===== src/rtl/cache_tag_array_lru.sv =====
// N-way set-associative tag store with per-set true-LRU ages, invalid-first victim choice and a swept clear.
// Optional per-line dirty tracking is enabled by defining CACHE_TAG_DIRTY_EN.
module cache_tag_array_lru #(
  parameter int WAYS    = 8,
  parameter int INDEX_W = 4,
  parameter int TAG_W   = 8
) (
  input  logic                      clk,
  input  logic                      rst_n,
  input  logic                      flush,
  input  logic                      req_valid,
  output logic                      req_ready,
  input  logic [1:0]                req_op,
  input  logic                      req_write,
  input  logic [INDEX_W-1:0]        req_index,
  input  logic [TAG_W-1:0]          req_tag,
  output logic                      rsp_valid,
  output logic                      rsp_hit,
  output logic [$clog2(WAYS)-1:0]   rsp_way,
  output logic                      rsp_dirty,
  output logic [TAG_W-1:0]          rsp_victim_tag,
  output logic                      busy
);

  localparam int CW   = $clog2(WAYS);
  localparam int SETS = 1 << INDEX_W;

  localparam logic [1:0] OP_LOOKUP = 2'b00;
  localparam logic [1:0] OP_FILL   = 2'b01;
  localparam logic [1:0] OP_INVAL  = 2'b10;

  typedef enum logic {ST_SWEEP, ST_IDLE} state_t;

  state_t             state_reg, state_next;
  logic [INDEX_W-1:0] ptr_reg, ptr_next;

  logic [TAG_W-1:0]   tag_mem   [SETS][WAYS];
  logic [CW-1:0]      age_mem   [SETS][WAYS];
  logic [WAYS-1:0]    valid_mem [SETS];

  logic [TAG_W-1:0]   rd_tag [WAYS];
  logic [CW-1:0]      rd_age [WAYS];
  logic [WAYS-1:0]    rd_valid;
  logic [WAYS-1:0]    hit_vec;
  logic [WAYS-1:0]    lru_vec;

  logic [TAG_W-1:0]   tag_wr [WAYS];
  logic [CW-1:0]      age_wr [WAYS];
  logic [WAYS-1:0]    valid_wr;

  logic               hit;
  logic [CW-1:0]      hit_way;
  logic [CW-1:0]      inv_way;
  logic [CW-1:0]      lru_way;
  logic [CW-1:0]      victim_way;
  logic [CW-1:0]      touch_way;
  logic [CW-1:0]      touch_age;
  logic               has_inv;

  logic               transfer;
  logic               op_lookup, op_fill, op_inval, op_rsvd;
  logic               fill_alloc;
  logic               inval_hit;
  logic               touch_en;
  logic               req_we;
  logic               sweep_we;

  // ---------------- control FSM ----------------
  always_ff @(posedge clk or negedge rst_n) begin
    if (!rst_n) begin
      state_reg <= ST_SWEEP;
      ptr_reg   <= '0;
    end else begin
      state_reg <= state_next;
      ptr_reg   <= ptr_next;
    end
  end

  always_comb begin
    state_next = state_reg;
    ptr_next   = ptr_reg;
    case (state_reg)
      ST_SWEEP: begin
        if (flush) begin
          ptr_next = '0;
        end else begin
          ptr_next = ptr_reg + 1'b1;
          if (ptr_reg == INDEX_W'(SETS - 1)) state_next = ST_IDLE;
        end
      end
      ST_IDLE: begin
        if (flush) begin
          state_next = ST_SWEEP;
          ptr_next   = '0;
        end
      end
      default: state_next = ST_SWEEP;
    endcase
  end

  // Flush wins over a same-cycle request, so ready drops for that cycle.
  assign req_ready = (state_reg == ST_IDLE) && !flush;
  assign busy      = (state_reg == ST_SWEEP);
  assign transfer  = req_valid && req_ready;
  assign sweep_we  = (state_reg == ST_SWEEP) && !flush;

  assign op_lookup = (req_op == OP_LOOKUP);
  assign op_fill   = (req_op == OP_FILL);
  assign op_inval  = (req_op == OP_INVAL);
  assign op_rsvd   = (req_op == 2'b11);

  // ---------------- set read and match ----------------
  assign rd_valid = valid_mem[req_index];

  generate
    for (genvar gi = 0; gi < WAYS; gi++) begin : g_way_rd
      assign rd_tag[gi]  = tag_mem[req_index][gi];
      assign rd_age[gi]  = age_mem[req_index][gi];
      assign hit_vec[gi] = rd_valid[gi] && (rd_tag[gi] == req_tag);
      assign lru_vec[gi] = (rd_age[gi] == CW'(WAYS - 1));
    end
  endgenerate

  assign hit     = |hit_vec;
  assign has_inv = ~&rd_valid;

  always_comb begin
    hit_way = '0;
    inv_way = '0;
    lru_way = '0;
    for (int w = 0; w < WAYS; w++) begin
      if (hit_vec[w]) hit_way = CW'(w);
      if (lru_vec[w]) lru_way = CW'(w);
    end
    // Descending scan leaves the lowest-numbered invalid way selected.
    for (int w = WAYS - 1; w >= 0; w--) begin
      if (!rd_valid[w]) inv_way = CW'(w);
    end
  end

  assign victim_way = has_inv ? inv_way : lru_way;

  assign fill_alloc = transfer && op_fill && !hit;
  assign inval_hit  = transfer && op_inval && hit;
  assign touch_en   = transfer && (op_lookup || op_fill) && (hit || op_fill);
  assign req_we     = touch_en || inval_hit;
  assign touch_way  = fill_alloc ? victim_way : hit_way;
  assign touch_age  = rd_age[touch_way];

  // ---------------- next line state ----------------
  generate
    for (genvar gi = 0; gi < WAYS; gi++) begin : g_way_wr
      logic sel_touch, sel_alloc, sel_inval;
      assign sel_touch = touch_en && (touch_way == CW'(gi));
      assign sel_alloc = fill_alloc && (victim_way == CW'(gi));
      assign sel_inval = inval_hit && (hit_way == CW'(gi));

      always_comb begin
        age_wr[gi] = rd_age[gi];
        if (touch_en) begin
          if (sel_touch)                    age_wr[gi] = '0;
          else if (rd_age[gi] < touch_age)  age_wr[gi] = rd_age[gi] + 1'b1;
        end
      end

      assign tag_wr[gi]   = sel_alloc ? req_tag : rd_tag[gi];
      assign valid_wr[gi] = sel_alloc ? 1'b1 : (sel_inval ? 1'b0 : rd_valid[gi]);
    end
  endgenerate

  always_ff @(posedge clk) begin
    if (sweep_we) begin
      valid_mem[ptr_reg] <= '0;
      for (int w = 0; w < WAYS; w++) age_mem[ptr_reg][w] <= CW'(w);
    end else if (req_we) begin
      valid_mem[req_index] <= valid_wr;
      for (int w = 0; w < WAYS; w++) begin
        tag_mem[req_index][w] <= tag_wr[w];
        age_mem[req_index][w] <= age_wr[w];
      end
    end
  end

  // ---------------- response ----------------
  always_ff @(posedge clk or negedge rst_n) begin
    if (!rst_n) begin
      rsp_valid <= 1'b0;
      rsp_hit   <= 1'b0;
      rsp_way   <= '0;
    end else begin
      rsp_valid <= transfer;
      if (transfer) begin
        rsp_hit <= hit && !op_rsvd;
        if (hit && !op_rsvd) rsp_way <= hit_way;
        else if (fill_alloc) rsp_way <= victim_way;
        else                 rsp_way <= '0;
      end
    end
  end

`ifdef CACHE_TAG_DIRTY_EN
  logic [WAYS-1:0] dirty_mem [SETS];
  logic [WAYS-1:0] rd_dirty;
  logic [WAYS-1:0] dirty_wr;
  logic            evict_dirty;

  assign rd_dirty    = dirty_mem[req_index];
  assign evict_dirty = fill_alloc && rd_valid[victim_way] && rd_dirty[victim_way];

  generate
    for (genvar gi = 0; gi < WAYS; gi++) begin : g_dirty
      always_comb begin
        dirty_wr[gi] = rd_dirty[gi];
        if (fill_alloc && (victim_way == CW'(gi)))
          dirty_wr[gi] = req_write;
        else if (inval_hit && (hit_way == CW'(gi)))
          dirty_wr[gi] = 1'b0;
        else if (touch_en && hit && req_write && (hit_way == CW'(gi)))
          dirty_wr[gi] = 1'b1;
      end
    end
  endgenerate

  always_ff @(posedge clk) begin
    if (sweep_we)    dirty_mem[ptr_reg]   <= '0;
    else if (req_we) dirty_mem[req_index] <= dirty_wr;
  end

  always_ff @(posedge clk or negedge rst_n) begin
    if (!rst_n) begin
      rsp_dirty      <= 1'b0;
      rsp_victim_tag <= '0;
    end else if (transfer) begin
      rsp_dirty      <= evict_dirty;
      rsp_victim_tag <= evict_dirty ? rd_tag[victim_way] : '0;
    end
  end
`else
  logic unused_write;
  assign unused_write   = req_write;
  assign rsp_dirty      = 1'b0;
  assign rsp_victim_tag = '0;
`endif

endmodule


===== config.mk =====
export PLATFORM = sky130hd
export DESIGN_NAME = cache_tag_array_lru
export DESIGN_NICKNAME = d
export VERILOG_FILES = /design/src/rtl/cache_tag_array_lru.sv
export SDC_FILE = /design/constraint.sdc
export NUM_CORES = 1
export LEC_CHECK = 0
export BUFFER_PORTS_ARGS = -buffer_cell sky130_fd_sc_hd__buf_2
export CAP_MARGIN = 20
export CELL_PAD_IN_SITES_DETAIL_PLACEMENT = 1
export CELL_PAD_IN_SITES_GLOBAL_PLACEMENT = 2
export CORE_MARGIN = 3
export CORE_UTILIZATION = 45
export CTS_CLUSTER_DIAMETER = 40
export DETAILED_ROUTE_END_ITERATION = 8
export PLACE_DENSITY = 0.72
export SYNTH_ARGS = -nofsm -noshare
export SYNTH_HDL_FRONTEND = slang
export SYNTH_SLANG_ARGS = --single-unit

===== constraint.sdc =====
create_clock -name clk -period 7.5 [get_ports clk]
set_input_delay 1.125 -clock clk [delete_from_list [all_inputs] [get_ports clk]]
set_output_delay 1.125 -clock clk [all_outputs]
set_load 0.1 [all_outputs]

# Word-level counts from Yosys, hierarchy flattened
# Memories as Yosys holds them, arrays and structs flattened.
# Cells that the tools add are included.
# classes
n_addsub	9
n_lt_le_gt_ge	9
n_eq_ne	41
n_mux	95
bitwise_logic	2
n_reduce_logical	56
# op_table
op	count
$mux 3	50
$mux 8	9
$eq 8x8->1	8
$eq 3x3->1 const B	19
$logic_and 1x1->1	42
$mux 1	28
$add 3x1->3 const B	8
$lt 3x3->1	8
$mux 24	1
$reduce_or 24->1	1
$eq 3x2->1 const B	6
$mux 4	4
$reduce_or 8->1	2
$bmux 3 s3	1
$eq 3x1->1 const B	3
$logic_not 3->1	3
$pmux 4 s2	1
$reduce_and 8->1	1
$add 4x1->4 const B	1
$eq 2x2->1 const B	2
$eq 4x4->1 const B	1
$ge 4x4->1 const B	1
$not 3->4	1
$logic_not 1->1	3
other kinds (6)	8
# totals
ff_bits	10
ram_bits	1536
in_bits	19
out_inout_bits	16
elab_cells	220
memories	3
# memory_table
memory	words	width	read_ports	rd_clocked_by_memory_dff	write_ports	line_no	rtl
tag_mem	16	64	1	0	1	37	logic [TAG_W-1:0] tag_mem [SETS][WAYS];
age_mem	16	24	1	0	1	38	logic [CW-1:0] age_mem [SETS][WAYS];
valid_mem	16	8	1	0	1	39	logic [WAYS-1:0] valid_mem [SETS];

# Logic depth before layout (Yosys ltp)
# An unclocked memory read counts as a cell.
# logic_depth
ltp_word	20
depth_mapped	32
mapped_depth_nobuf	23

# Worst setup path before layout
# No wires, ideal clock.
# synth_timing
kind	input port to flip-flop
from	input port req_index[0]
to	memory tag_mem[3][0] (netlist bit) (enable)
setup_ns	0.564
arrival_time_ns	8.514
required_time_ns	6.936
path_slack_ns	-1.578
path_stages	18
path_buffers	6
cell_sequence	buf_6 > buf_6 > buf_6 > buf_6 > nor2_2 > clkbuf_1 > a22oi_1 > o21ai_0 > mux2i_1 > nand4_1 > nor4_2 > nor2_2 > nand3_1 > or2_2 > and2_1 > clkbuf_1 > nand3_1 > nor3_1
# synth_between
elab_chain_cells	10
word_cells_on_any_way	26
cone_classes	eq/ne (8); mux (3); reduce/logical (13); memory (2)
# synth_rtl
item	line_no	rtl
start: declaration	15	input logic [INDEX_W-1:0] req_index,
$mem_v2 16x64	-	
$eq 8x8->1	119	assign hit_vec[gi] = rd_valid[gi] && (rd_tag[gi] == req_tag);
$logic_and 1x1->1	119	
$reduce_or 8->1	124	assign hit = |hit_vec;
$logic_or 1x1->1	145	assign touch_en = transfer && (op_lookup || op_fill) && (hit || op_fill);
$logic_and 1x1->1	145	
$logic_or 1x1->1	146	assign req_we = touch_en || inval_hit;
$mux 1	175	end else if (req_we) begin
$mux 1	172	if (sweep_we) begin
$mux 1 (not written as such)	178	tag_mem[req_index][w] <= tag_wr[w];
end: declaration	37	
# Several ways; a longest one is shown, not always the timed one.

# Worst setup path in the final report
# layout_timing
from	input port req_index[0]
to	memory age_mem[14][23] (netlist bit) (data pin)
# layout_between
elab_chain_cells	20
word_cells_on_any_way	74
cone_classes	add/sub (1); order compare (1); eq/ne (15); mux (34); bitwise (1); reduce/logical (19); memory (3)
# layout_rtl
item	line_no	rtl
$mem_v2 16x64 (tied with other cells)	-	
$eq 8x8->1 (tied with other cells)	119	
$logic_and 1x1->1 (tied with other cells)	119	
$mux 1 (tied with other cells)	132	if (hit_vec[w]) hit_way = CW'(w);
$mux 3, on equally long branches (5 in series)	132, 133, 137	
$mux 3, on equally long branches	132, 141	
$mux 3	147	assign touch_way = fill_alloc ? victim_way : hit_way;
$not 3->4 (not written as such)	148	assign touch_age = rd_age[touch_way];
$bmux 3 s3	148	
$mux 3 (not written as such) (2 in series)	148	
$lt 3x3->1	162	else if (rd_age[gi] < touch_age) age_wr[gi] = rd_age[gi] + 1'b1;
$mux 3	162	
$mux 3	161	if (sel_touch) age_wr[gi] = '0;
$mux 3	160	if (touch_en) begin
$mux 24 (no source line) (*)	-	
end: declaration	38	
# Every way passes the cells marked *; elsewhere a longest branch is shown, timed or not. The select of a mux whose other input is x is not followed.

==> out/results.txt <==
dpl cells = 5294
initial antenna violation count = 7
synth unique cells = 89
Top Registers = tag_mem (1024), age_mem (384), valid_mem (128)
CTS tree = built
Clock transition at path regs = 0.06 ns
core area = 140000 sq um
Detailed Route Iter0 Violations = 3569
global-route wire length before repair = 257000 um
largest cells by area after synthesis = edfxtp_1 73%, mux4_2 13%, mux2i_1 2.7%
cell family with most CP delay = simple AND/OR/NAND/NOR gates
reg2reg end = age_mem[14][23]
CTS root buffer = clkbuf_16
I/O Buffers = 24
Total Power = 20.3 mW
hold slack = 0.188 ns
Startpoint Class = input pin
fin crit period = 6.99 ns
I/O pin cnt = 35
status = completed
total grt overflow = 0
Worst Path Required = 7.97 ns
CTS Buf Count = 196
Sink Count = 1546
starting density of the core = 0.454
register area share after synthesis = 0.731
Bufs on Longest Clock Path = 3
element type at the critical path end = register
H-tree depth = 4
cell taking the most area after synthesis = edfxtp_1
Slew headroom = 0.221
worst skew pair latency = 0.81 ns
die height = 381 um
Layout Nets = 3670
Die Width = 381 um
Most used DFF post-synth = edfxtp_1
reg2reg start = tag_mem[6][44]
Maximum Capacitance Violations = 0
R2R cell count = 18
area share of the largest cell type after synthesis = 0.727
CP Cell Sequence = buf_8, buf_12, mux4_2, mux2i_1, mux2_2, xor2_1, buf_4, nand4_1, or4_4, nor3b_4, a211oi_4, mux2i_1, a21oi_1, a21oi_2, ha_1, inv_1, o31a_1, o311ai_2, xor2_1, nor2_1
sequential share of power = 0.471
routed wire length = 177000 um
number of synthesized register bits = 1546
Final Hold Viols = 0
final setup fails = 0
Psw = 4.53 mW
drt pass-1 iters = 6
Crit path largest cell delay = 0.74 ns
final slew viol count = 0
yosys warns = 0
Via density = 6.03
Sw Share = 0.223
Routed WL per cell = 31.3 um
CP Data Arrival Time = 7.46 ns
largest net degree at the start of global routing = 56
via count = 34200
Comb power frac = 0.061
Residual DRC = 0
cells after synthesis = 3223
critical path endpoint = age_mem[14][23]
Async S/R FF share, synth = 0.00647
origin of the worst setup path = req_index[0]
# rows = 137
RSZ-0062 raised after global routing = no
CP Buf/Inv Count = 4
Final Cycle Share = 0.933
Clk pwr share = 0.468
Max Clock Freq = 0.143 GHz
gp weighted congestion = 0.826
Hold Crit Class = input pin to async pin
Slew @ Worst Pin = 1.17 ns
CP max-delay cell = nor2_1
vias in the first global route = 36200
syn_area_per_cell = 19.7 sq um
Die ar. = 145000 sq um
Max VDD drop = 218 uV
layout cells sized above 1 = 0.315
max reg flops = 1024
Area Growth Syn to Fin = 19.4%
Post-Synthesis Cell Area = 63400 sq um
crit-path max FO = 17
Lkg Pwr = 25.5 nW
Setup CP Type = input pin to register
P_int = 15.8 mW
GRT Util Overall = 0.245
Setup Skew = 0.0292 ns
setup TNS = 0 ns
pwr dens = 269 nW/um^2
final std cells w/o fill = 5670
Reg with most FFs = tag_mem
EDFF count, synth = 1536
detailed placement HPWL = 105000 um
worst reg2reg setup slack = 1.11 ns
antenna-violating nets left = 0
Crit path depth = 20
## cell type report
type	instances	area [sq um]
repair buffers	385	3960
flip-flops and latches	1546	46400
clock inverters	141	1620
fillers	12300	64000
inverters	40	155
multi-input cells	1458	16200
clock buffers	222	5080
diodes	2	5.00
well taps	1876	2350
## synth_stat cells, types with 13 or more instances
| library cell | number |
|---|---|
| xnor2_1 | 60 |
| buf_1 | 13 |
| edfxtp_1 | 1536 |
| clkbuf_1 | 67 |
| a21oi_1 | 70 |
| xor2_1 | 13 |
| nor2_1 | 102 |
| ha_1 | 24 |
| mux2_2 | 49 |
| buf_2 | 48 |
| a211oi_1 | 16 |
| buf_6 | 28 |
| inv_1 | 35 |
| mux4_2 | 356 |
| mux2i_1 | 170 |
| buf_4 | 31 |
| nand2_1 | 151 |
| nor3_1 | 23 |
| and3_1 | 15 |
| a22oi_1 | 85 |
| o21ai_0 | 55 |
| nand3_1 | 32 |
## cells in the final DEF, fill, tap and decap left out, drive strengths merged, types with 10 or more instances in the layout
cell type / count
a211oi: 19
a21oi: 70
a22oi: 85
a31oi: 10
and2: 11
and3: 15
buf: 384
bufinv: 24
clkbuf: 223
clkinv: 63
clkinvlp: 22
dfrtp: 10
edfxtp: 1536
ha: 24
inv: 72
mux2: 51
mux2i: 173
mux4: 356
nand2: 151
nand3: 32
nor2: 105
nor3: 23
nor4: 12
o211ai: 13
o21ai: 63
o22ai: 13
xnor2: 60
xor2: 13
## kinds of logic after synthesis
| group | share of synthesized area |
|---|---|
| AOI/OAI and AO/OA | 0.0395 |
| DFF | 0.731 |
| and+or+nand+nor | 0.0306 |
| buffers and inverters | 0.0195 |
| adders and majority gates | 0.00537 |
| muxes | 0.163 |
| xor gates and xnor gates | 0.0101 |
| other | 0.0000591 |
## stage by stage
step / instance area [sq um] / worst slack, ns / util
after floorplan: 63700 / 0.00238 / -
after global placement: 68900 / -0.444 / 0.493
after detailed placement: 68900 / -0.722 / 0.493
after CTS: 75600 / 0.180 / 0.541
after global routing: 75700 / 0.226 / 0.542
final: 75700 / 0.505 / 0.542
## power by group through the flow
| stage | Clock, mW | Sequential (mW) | Combinational [mW] |
|---|---|---|---|
| 2_1_floorplan | 0 | 9.77 | 0.760 |
| 3_3_place_gp | 0 | 9.77 | 1.17 |
| 3_5_place_dp | 0 | 9.77 | 1.22 |
| 4_1_cts | 9.68 | 9.59 | 1.23 |
| 5_1_grt | 10.1 | 9.58 | 1.32 |
| 6_report | 9.51 | 9.59 | 1.24 |
## worst min-delay path by stage
| stage | start | endpoint |
|---|---|---|
| 2_1_floorplan | ptr_reg[3] | ptr_reg[3] |
| 3_3_place_gp | rsp_hit | rsp_hit |
| 3_5_place_dp | rsp_hit | rsp_hit |
| 4_1_cts | rst_n | ptr_reg[2] |
| 5_1_grt | rst_n | rsp_hit |
| 6_report | rst_n | rsp_hit |
## routing by layer
layer,track usage,up-vias,wire length [um]
li1,-,14200,-
met3,0.0425,259,11400
met5,0,-,11
met1,0.338,18500,73500
met2,0.401,1241,87700
met4,0.0725,2,4690
## timing repair
action                     in CTS  in global routing
gates resized for setup         0                  1
hold buffers                    0                  0
setup endpoints to repair       0                 16
setup buffers                   0                  0
No activity file was read; power rests on OpenSTA's default activity.
